## config.mk

```make
export PLATFORM = sky130hd
export DESIGN_NAME = pairhmm_wavefront_sched
export DESIGN_NICKNAME = d
export VERILOG_FILES = /design/src/rtl/pairhmm_pkg.sv /design/src/rtl/pairhmm_pe_window.sv /design/src/rtl/pairhmm_wavefront_sched.sv
export SDC_FILE = /design/constraint.sdc
export NUM_CORES = 1
export LEC_CHECK = 0
export ABC_AREA = 1
export CAP_MARGIN = 20
export CORE_AREA = 2 2 117 119
export CTS_BUF_LIST = sky130_fd_sc_hd__clkbuf_2 sky130_fd_sc_hd__clkbuf_4 sky130_fd_sc_hd__clkbuf_8
export DETAILED_ROUTE_END_ITERATION = 7
export DIE_AREA = 0 0 119 121
export GPL_ROUTABILITY_DRIVEN = 0
export PLACE_DENSITY_LB_ADDON = 0.05
export SLEW_MARGIN = 15
export SYNTH_ARGS = -nofsm -noshare
export SYNTH_HDL_FRONTEND = slang
export SYNTH_SLANG_ARGS = --single-unit
```

## constraint.sdc

```tcl
create_clock -name clk -period 5.9 [get_ports clk]
set_input_delay 1.77 -clock clk [delete_from_list [all_inputs] [get_ports clk]]
set_output_delay 1.77 -clock clk [all_outputs]
set_load 0.05 [all_outputs]
```

## src/rtl/pairhmm_pkg.sv

```systemverilog
// Shared types and defaults for the Pair-HMM wavefront scheduler and PE array.
package pairhmm_pkg;

  localparam int MAX_LEN_DEFAULT = 256;

  typedef enum logic [2:0] {
    IDLE  = 3'd0,
    LOAD  = 3'd1,
    RUN   = 3'd2,
    FINAL = 3'd3,
    ERR   = 3'd4
  } sched_state_t;

  typedef struct packed {
    logic [31:0] m;
    logic [31:0] x;
    logic [31:0] y;
  } pe_calcs_t;

  typedef struct packed {
    logic [15:0] match;
    logic [15:0] mismatch;
  } priors_t;

endpackage

```

## src/rtl/pairhmm_pe_window.sv

```systemverilog
// Combinational enable/column window for one PE: enabled while its column
// t-IDX lies inside the reference and its row exists in the current strip.
module pairhmm_pe_window
  import pairhmm_pkg::*;
#(
  parameter int LW  = 9,
  parameter int IDX = 0
) (
  input  logic [LW:0]   t,
  input  logic [LW:0]   rows,
  input  logic [LW-1:0] x_len,
  output logic          en,
  output logic [LW-1:0] col
);

  localparam logic [LW:0] IDX_W = (LW+1)'(IDX);

  logic [LW:0] diff;

  always_comb begin
    diff = t - IDX_W;
    en   = (IDX_W < rows) && (t >= IDX_W) && (diff < {1'b0, x_len});
    col  = en ? diff[LW-1:0] : '0;
  end

endmodule

```

## src/rtl/pairhmm_wavefront_sched.sv

```systemverilog
// Strip-mined wavefront scheduler for the Pair-HMM systolic array: walks the
// DP matrix in strips of NUM_PROCS rows and drives PE enables and checkpoints.
module pairhmm_wavefront_sched
  import pairhmm_pkg::*;
#(
  parameter int NUM_PROCS = 4,
  parameter int MAX_LEN   = MAX_LEN_DEFAULT,
  parameter int LW        = $clog2(MAX_LEN+1)
) (
  input  logic                    clk,
  input  logic                    reset,
  input  logic                    start,
  input  logic [LW-1:0]           x_len,
  input  logic [LW-1:0]           y_len,
  input  logic [NUM_PROCS-1:0]    pe_done,
  output logic                    busy,
  output logic                    job_done,
  output logic                    len_err,
  output logic [NUM_PROCS-1:0]    enables,
  output logic [NUM_PROCS*LW-1:0] pe_col,
  output logic [LW-1:0]           row_base,
  output logic                    advance,
  output logic                    ckpt_wr_en,
  output logic [LW-1:0]           ckpt_wr_addr,
  output logic                    ckpt_rd_en,
  output logic [LW-1:0]           ckpt_rd_addr,
  output logic                    final_valid,
  output logic [$clog2(NUM_PROCS):0] final_sel
);

  localparam int          FW      = $clog2(NUM_PROCS) + 1;
  localparam logic [LW:0] P_W     = (LW+1)'(NUM_PROCS);
  localparam logic [LW:0] ONE_W   = (LW+1)'(1);
  localparam logic [LW+1:0] TWO_W = (LW+2)'(2);
  localparam logic [LW-1:0] MAX_W = LW'(MAX_LEN);

  sched_state_t state, state_nxt;

  logic [LW:0]   t, t_nxt;
  logic [LW:0]   rows, rows_nxt;
  logic [LW-1:0] strip, strip_nxt;
  logic [LW-1:0] rb_nxt;
  logic [LW-1:0] x_len_q, y_len_q;

  logic [LW:0]   rb_plus_p;
  logic [LW:0]   rows_m1;
  logic [LW:0]   wr_diff;
  logic [LW+1:0] last_step;
  logic          last_strip;
  logic          at_last_step;
  logic          len_bad;
  logic          last_row_en;

  logic [NUM_PROCS-1:0]    win_en;
  logic [NUM_PROCS*LW-1:0] win_col;

  function automatic logic [LW:0] strip_rows(input logic [LW:0] remaining);
    return (remaining < P_W) ? remaining : P_W;
  endfunction

  assign rb_plus_p    = {1'b0, row_base} + P_W;
  assign last_strip   = (rb_plus_p >= {1'b0, y_len_q});
  assign last_step    = {2'b0, x_len_q} + {1'b0, rows} - TWO_W;
  assign at_last_step = ({1'b0, t} == last_step);
  assign rows_m1      = rows - ONE_W;
  assign wr_diff      = t - rows_m1;
  assign len_bad      = (x_len == '0) || (x_len > MAX_W) ||
                        (y_len == '0) || (y_len > MAX_W);
  assign advance      = (state == RUN) && (&(pe_done | ~enables));

  // Enable of the bottom row of the strip, whose output feeds the next strip.
  always_comb begin
    last_row_en = 1'b0;
    for (int i = 0; i < NUM_PROCS; i++) begin
      if ((LW+1)'(i) == rows_m1) last_row_en = enables[i];
    end
  end

  assign ckpt_wr_en   = advance && last_row_en && !last_strip;
  assign ckpt_wr_addr = (t >= rows_m1) ? wr_diff[LW-1:0] : '0;
  assign ckpt_rd_en   = enables[0] && (strip != '0);
  assign ckpt_rd_addr = pe_col[LW-1:0];

  assign busy        = (state == LOAD) || (state == RUN) || (state == FINAL);
  assign job_done    = (state == FINAL) || (state == ERR);
  assign len_err     = (state == ERR);
  assign final_valid = (state == FINAL);
  assign final_sel   = (state == FINAL) ? FW'(rows_m1) : '0;

  always_comb begin
    state_nxt = state;
    t_nxt     = t;
    rows_nxt  = rows;
    strip_nxt = strip;
    rb_nxt    = row_base;
    case (state)
      IDLE: begin
        if (start) state_nxt = len_bad ? ERR : LOAD;
      end
      ERR: state_nxt = IDLE;
      LOAD: begin
        state_nxt = RUN;
        t_nxt     = '0;
        strip_nxt = '0;
        rb_nxt    = '0;
        rows_nxt  = strip_rows({1'b0, y_len_q});
      end
      RUN: begin
        if (advance) begin
          if (!at_last_step) begin
            t_nxt = t + ONE_W;
          end else if (last_strip) begin
            state_nxt = FINAL;
          end else begin
            t_nxt     = '0;
            strip_nxt = strip + LW'(1);
            rb_nxt    = rb_plus_p[LW-1:0];
            rows_nxt  = strip_rows({1'b0, y_len_q} - rb_plus_p);
          end
        end
      end
      FINAL: state_nxt = IDLE;
      default: state_nxt = IDLE;
    endcase
  end

  // Windows are evaluated on the next step so enables/pe_col are registered.
  for (genvar i = 0; i < NUM_PROCS; i++) begin : g_win
    pairhmm_pe_window #(
      .LW (LW),
      .IDX(i)
    ) u_win (
      .t    (t_nxt),
      .rows (rows_nxt),
      .x_len(x_len_q),
      .en   (win_en[i]),
      .col  (win_col[i*LW +: LW])
    );
  end

  always_ff @(posedge clk) begin
    if (reset) begin
      state    <= IDLE;
      t        <= '0;
      rows     <= '0;
      strip    <= '0;
      row_base <= '0;
      x_len_q  <= '0;
      y_len_q  <= '0;
      enables  <= '0;
      pe_col   <= '0;
    end else begin
      state    <= state_nxt;
      t        <= t_nxt;
      rows     <= rows_nxt;
      strip    <= strip_nxt;
      row_base <= rb_nxt;
      if (state == IDLE && start) begin
        x_len_q <= x_len;
        y_len_q <= y_len;
      end
      enables <= (state_nxt == RUN) ? win_en  : '0;
      pe_col  <= (state_nxt == RUN) ? win_col : '0;
    end
  end

endmodule
```

# [After elaboration in Yosys (flattened, before gate mapping)]
# Cells that the tools add are included.
[totals] elab_cells=123 out_inout_bits=77 ff_bits=99 in_bits=25
[classes] addsub=11 reduce_logical=33 n_lt_le_gt_ge=18 n_eq_ne=12 muxes=30 n_bitwise=7
[op_table] operator="2-to-1 mux 9 bit" count=8
[op_table] operator="2-to-1 mux 10 bit" count=7
[op_table] operator="< comparator 10 x 9 -> 1 bit" count=4
[op_table] operator="case mux 10 bit (2 select lines)" count=2
[op_table] operator="case mux 9 bit (2 select lines)" count=2
[op_table] operator="== test 2 x 10 -> 1 bit, first input constant" count=2
[op_table] operator="greater-or-equal comparator 10 x 1 -> 1 bit, second input constant" count=2
[op_table] operator="greater-or-equal comparator 10 x 2 -> 1 bit, second input constant" count=2
[op_table] operator="< comparator 1 x 10 -> 1 bit, first input constant" count=2
[op_table] operator="< comparator 2 x 10 -> 1 bit, first input constant" count=2
[op_table] operator="subtractor 10 x 1 -> 10 bit, second input constant" count=2
[op_table] operator="subtractor 10 x 2 -> 10 bit, second input constant" count=2
[op_table] operator="greater-than comparator 9 bit, second input constant" count=2
[op_table] operator="zero test 9 bit" count=2
[op_table] operator="2-to-1 mux 3 bit" count=6
[op_table] operator="logical AND 1 bit" count=13
[op_table] operator="OR reduction 3 bit" count=4
[op_table] operator="adder 9 x 10 -> 11 bit" count=1
[op_table] operator="== test 10 x 11 -> 1 bit" count=1
[op_table] operator="subtractor 11 x 2 -> 11 bit, second input constant" count=1
[op_table] operator="adder 10 x 1 -> 10 bit, second input constant" count=1
[op_table] operator="adder 9 x 3 -> 10 bit, second input constant" count=1
[op_table] operator="== test 1 x 10 -> 1 bit, first input constant" count=1
[op_table] operator="greater-or-equal comparator 10 bit" count=1
[op_table] operator="23 further kinds" count=40

# [Longest topological paths before layout]
[depth] depth_word=13 ltp_mapped=36 ltp_nobuf=36

# [Modules after synthesis]
# A second synthesis with hierarchy kept.
[hier_totals] hier_cells=1305 hier_area_um2=8232.9
[modules_own_cells] mod="pairhmm_wavefront_sched" seq_area_each_um2=1941.9 cells_per_inst=924 area_each_um2=6207.2 instances=1
[modules_own_cells] mod="pairhmm_pe_window at g_win[1].u_win" seq_area_each_um2=0.0 cells_per_inst=109 area_each_um2=586.8 instances=1
[modules_own_cells] mod="pairhmm_pe_window at g_win[3].u_win" seq_area_each_um2=0.0 cells_per_inst=100 area_each_um2=585.6 instances=1
[modules_own_cells] mod="pairhmm_pe_window at g_win[2].u_win" seq_area_each_um2=0.0 cells_per_inst=104 area_each_um2=509.2 instances=1
[modules_own_cells] mod="pairhmm_pe_window at g_win[0].u_win" seq_area_each_um2=0.0 cells_per_inst=68 area_each_um2=344.1 instances=1

# [Worst setup path before layout]
# OpenSTA, ideal clock, no wires.
[synth_path] path_kind="input to output" from="in pe_done[2]" to="out ckpt_wr_en" arrival_time_ns=3.933 slack_ns=0.197 required_ns=4.130 n_path_buf=1 path_stages=11 path_cell_list="o22ai_1 -> nor2_1 -> inv_1 -> nor2_2 -> buf_4 -> inv_2 -> nor2_1 -> nand4_1 -> nor2_1 -> nand3_1 -> nor3b_1"
[synth_via] elab_chain_cells=5
[synth_rtl] item="start: declaration" line="pairhmm_wavefront_sched.sv:15" text="input logic [NUM_PROCS-1:0] pe_done,"
[synth_rtl] item="OR 4 bit" line="pairhmm_wavefront_sched.sv:69" text="assign advance = (state == RUN) && (&(pe_done | ~enables));"
[synth_rtl] item="AND reduction 4 bit" line="pairhmm_wavefront_sched.sv:69"
[synth_rtl] item="logical AND 1 bit" line="pairhmm_wavefront_sched.sv:69"
[synth_rtl] item="net advance" line="pairhmm_wavefront_sched.sv:22" text="output logic advance,"
[synth_rtl] item="logical AND 1 bit (2 in series)" line="pairhmm_wavefront_sched.sv:79" text="assign ckpt_wr_en = advance && last_row_en && !last_strip;"
[synth_rtl] item="end: declaration" line="pairhmm_wavefront_sched.sv:23" text="output logic ckpt_wr_en,"
# The timed path passes the listed nets, and every way through them passes these cells.

# [Worst setup path in the final report]
[layout_path] from="reg rows[0]" to="out ckpt_wr_addr[5]"
[layout_via] elab_chain_cells=3 elab_cells_between_ends=4
[layout_rtl] item="start: declaration" line="pairhmm_wavefront_sched.sv:40" text="logic [LW:0] rows, rows_nxt;"
[layout_rtl] item="start signal: assignment" line="pairhmm_wavefront_sched.sv:155" text="rows <= rows_nxt;"
[layout_rtl] item="subtractor 10 x 1 -> 10 bit (*)" line="pairhmm_wavefront_sched.sv:65" text="assign rows_m1 = rows - ONE_W;"
[layout_rtl] item="subtractor 9 bit / greater-or-equal comparator 10 bit (equally long branches)" line="pairhmm_wavefront_sched.sv:66, pairhmm_wavefront_sched.sv:80"
[layout_rtl] item="2-to-1 mux 9 bit (*)" line="pairhmm_wavefront_sched.sv:80" text="assign ckpt_wr_addr = (t >= rows_m1) ? wr_diff[LW-1:0] : '0;"
[layout_rtl] item="end: declaration" line="pairhmm_wavefront_sched.sv:24" text="output logic [LW-1:0] ckpt_wr_addr,"
# Mark *: on every way between the ends. The rest lies on a longest branch, timed or not.

==> flow_summary_export.csv <==
group,metric,value,unit
sta,fmax,180.5,MHz
die,dieArea,0.01440,mm²
worst_setup_path,cp.required,4130,ps
synthesis,avgSynthCellArea,6.931,µm²
finish,fillers,1239,
die,ios,102,
synthesis,yosys-top-cells-count,"nand2_1, inv_1, nor2_1",
synthesis,synth_area_leaders,"dfxtp_1, ha_1, nand2_1",
sta,rsz0062_at_grt,"no",
die,start_util,0.5663,
worst_setup_path,cp_max_fo,6,
die,core-area,0.01309,mm²
grt,grt_overflow,0,
grt,grt_max_degree,35,
sta,fin_tns_setup,0,ps
drt,wl,19.61,mm
run,maxCapViolCount,0,
clocking,numCtsBuffers,9,
clocking,post_cts_buffers,0,
die,rows,42,
sta,setup_ws,358.4,ps
synthesis,yosys.area.top_type,"dfxtp_1",
grt,grt_util_all_layers,0.2812,
min_path,hold_path.class,"register to register",
power_and_ir_drop,p_per_area,173.3,mW/mm²
clocking,htree_levels,3,
die,fp.dieH,121,µm
worst_setup_path,start_kind,"register",
finish,layout.nets,1275,
worst_setup_path,endpoint_kind,"primary output",
drt,viasPerCell,5.189,
sta,finClkSkew,16.88,ps
power_and_ir_drop,power_leakage,4.280,nW
drt,dr.pass1.iters,5,
sta,setup_viol,0,
finish,n_antenna_cell,0,
synthesis,synth.cell_area,0.007410,mm²
sta,fin_crit,5542,ps
drt,drtIter0Drc,473,
drt,via_count,6969,
synthesis,ys_seq_area_frac,0.2621,
outcome,status,"finished clean",
synthesis,async_flop_share,0,
placed_design,dp_cells,1328,
synthesis,synth.most_common_cell,"nand2_1",
grt,grt_antenna_before_repair,0,
sta,report.final.hold_viol_count,0,
finish,drive_gt1_frac,0.09512,
die,die_x,119,µm
grt,grt_pass1_vias,6346,
drt,drc,0,
synthesis,synth.distinct_cells,45,
finish,synthToLayoutAreaGrowth,17.88,%
sta,slew-limit-headroom,0.3820,
clocking,clk_pin_slew,100,ps
drt,routedWlPerCell,14.60,µm
placed_design,io_buffers,99,
synthesis,ys_warn_count,0,
sta,finalCritPeriodShare,0.9393,
worst_setup_path,crit_type,"register to primary output",
clocking,clk-insertion-delay-late,390,ps
power_and_ir_drop,peakVddDrop,0.0001293,V
synthesis,netlist_instances,1069,
synthesis,synth_flop_cell,"dfxtp_1",
sta,finalMaxSlewViolations,0,
grt,grt_pass1_wl,31.68,mm
synthesis,ys_ff_latch,97,
placed_design,dpl_worst_slack,395.3,ps
sta,worstMarginPinSlew,924.7,ps
synthesis,synth_edf_count,0,
finish,instances_no_fill,1343,
clocking,root_buffer,"clkbuf_8",
drt,antenna_left,0,
clocking,holdBufCountCts,0,
synthesis,synth_top_area_frac,0.2621,
clocking,cts_tree,"done",
worst_setup_path,arrival,3770,ps
clocking,ctsLongestPathBuffers,2,
placed_design,hpwl,15.48,mm
clocking,cts_sinks,97,
==> state kept, by name (all words and copies together) (netlist names) <==
| register | count |
|---|---|
| row_base | 7 |
| state | 3 |
| t | 10 |
| rows | 10 |
| enables | 4 |
| strip | 9 |
| x_len_q | 9 |
| y_len_q | 9 |
| pe_col | 36 |
==> per-layer routing <==
metal,vias to the layer above,wire (µm),GRT usage
met1,3137,9222,0.3858
met3,30,1209,0.03571
li1,3593,-,-
met5,-,0,0
met4,0,435,0.09970
met2,209,8738,0.4551
==> kinds of logic after synthesis <==
kind of cell	synth area share
and+or+nand+nor	0.3252
AOI/OAI and AO/OA	0.09288
other	0.001014
adders and majority gates	0.1489
xor gates and xnor gates	0.05556
buffers and inverters	0.1143
DFF	0.2621
==> through the flow <==
step / util / area, µm² / hold WS (ps) / power, mW
6_report: 0.6675 / 8735 / 500.0 / 1.514
5_1_grt: 0.6675 / 8735 / 530.7 / 1.597
4_1_cts: 0.6675 / 8735 / 493.4 / 1.519
3_5_place_dp: 0.6526 / 8539 / 479.5 / 1.064
3_3_place_gp: 0.6526 / 8539 / 474.6 / 1.058
2_1_floorplan: - / 7417 / 445.0 / 0.9701
==> final cells by class <==
type	count	area [µm²]	share of cell area
Clock buffer	11	151.4	0.01733
Multi-Input combinational cell	761	4628	0.5299
Clock inverter	4	51.30	0.005873
Sequential cell	97	1943	0.2225
Inverter	190	713.2	0.08165
Timing Repair Buffer	104	1027	0.1176
Tap cell	176	220.2	0.02521
==> final timing paths <==
path | cells past startpoint | endpoint | slack (ps) | from
min | 2 | y_len_q[2] | 500 | y_len_q[2]
max reg2reg | 36 | pe_col[10] | 590 | rows[1]
min reg2reg | 2 | y_len_q[2] | 500 | y_len_q[2]
max | 14 | ckpt_wr_addr[5] | 360 | rows[0]
==> cell usage in the layout, fill, tap and decap left out, types with 3 or more instances in the layout <==
master	n
nand2_1	209
inv_1	176
nor2_1	103
dfxtp_1	96
clkdlybuf4s50_1	90
ha_1	85
a21oi_1	58
nand3_1	58
xor2_1	38
o21ai_0	29
nor3_1	28
nor2_2	27
nand2_2	14
nand4_1	12
inv_2	11
nand3_2	11
clkbuf_8	11
nand2_4	10
xnor2_1	9
nor4_1	8
nand3b_1	7
buf_4	6
o22ai_1	5
a211oi_1	5
dlygate4sd2_1	5
nor2_4	4
or2_2	4
o211ai_1	4
conb_1	4
a21o_1	3
clkinv_1	3
o21bai_1	3
o21ai_1	3
==> report_power, final <==
group	internal (mW)	switching, mW
Clock	0.218	0.243
Combinational	0.135	0.244
Sequential	0.666	0.00836
Total	1.02	0.496
==> timing repair <==
action | CTS | global route
endpoints found under the setup margin | 6 | 6
hold endpoints to repair | 0 | 0
resized for setup | 6 | 4
==> critical path, stage by stage (launching register included) <==
cell             delay (ps)
dfxtp_2                 440
inv_1                   160
ha_1                    270
xnor2_1                 270
ha_1                    320
inv_1                    80
nor2_1                   50
nor2_1                   90
o21bai_1                120
nand2_1                  90
o211ai_1                120
a221o_1                 310
a21oi_1                 270
nor3_1                   80
clkdlybuf4s50_1         700
No activity file was read; power rests on OpenSTA's default activity.
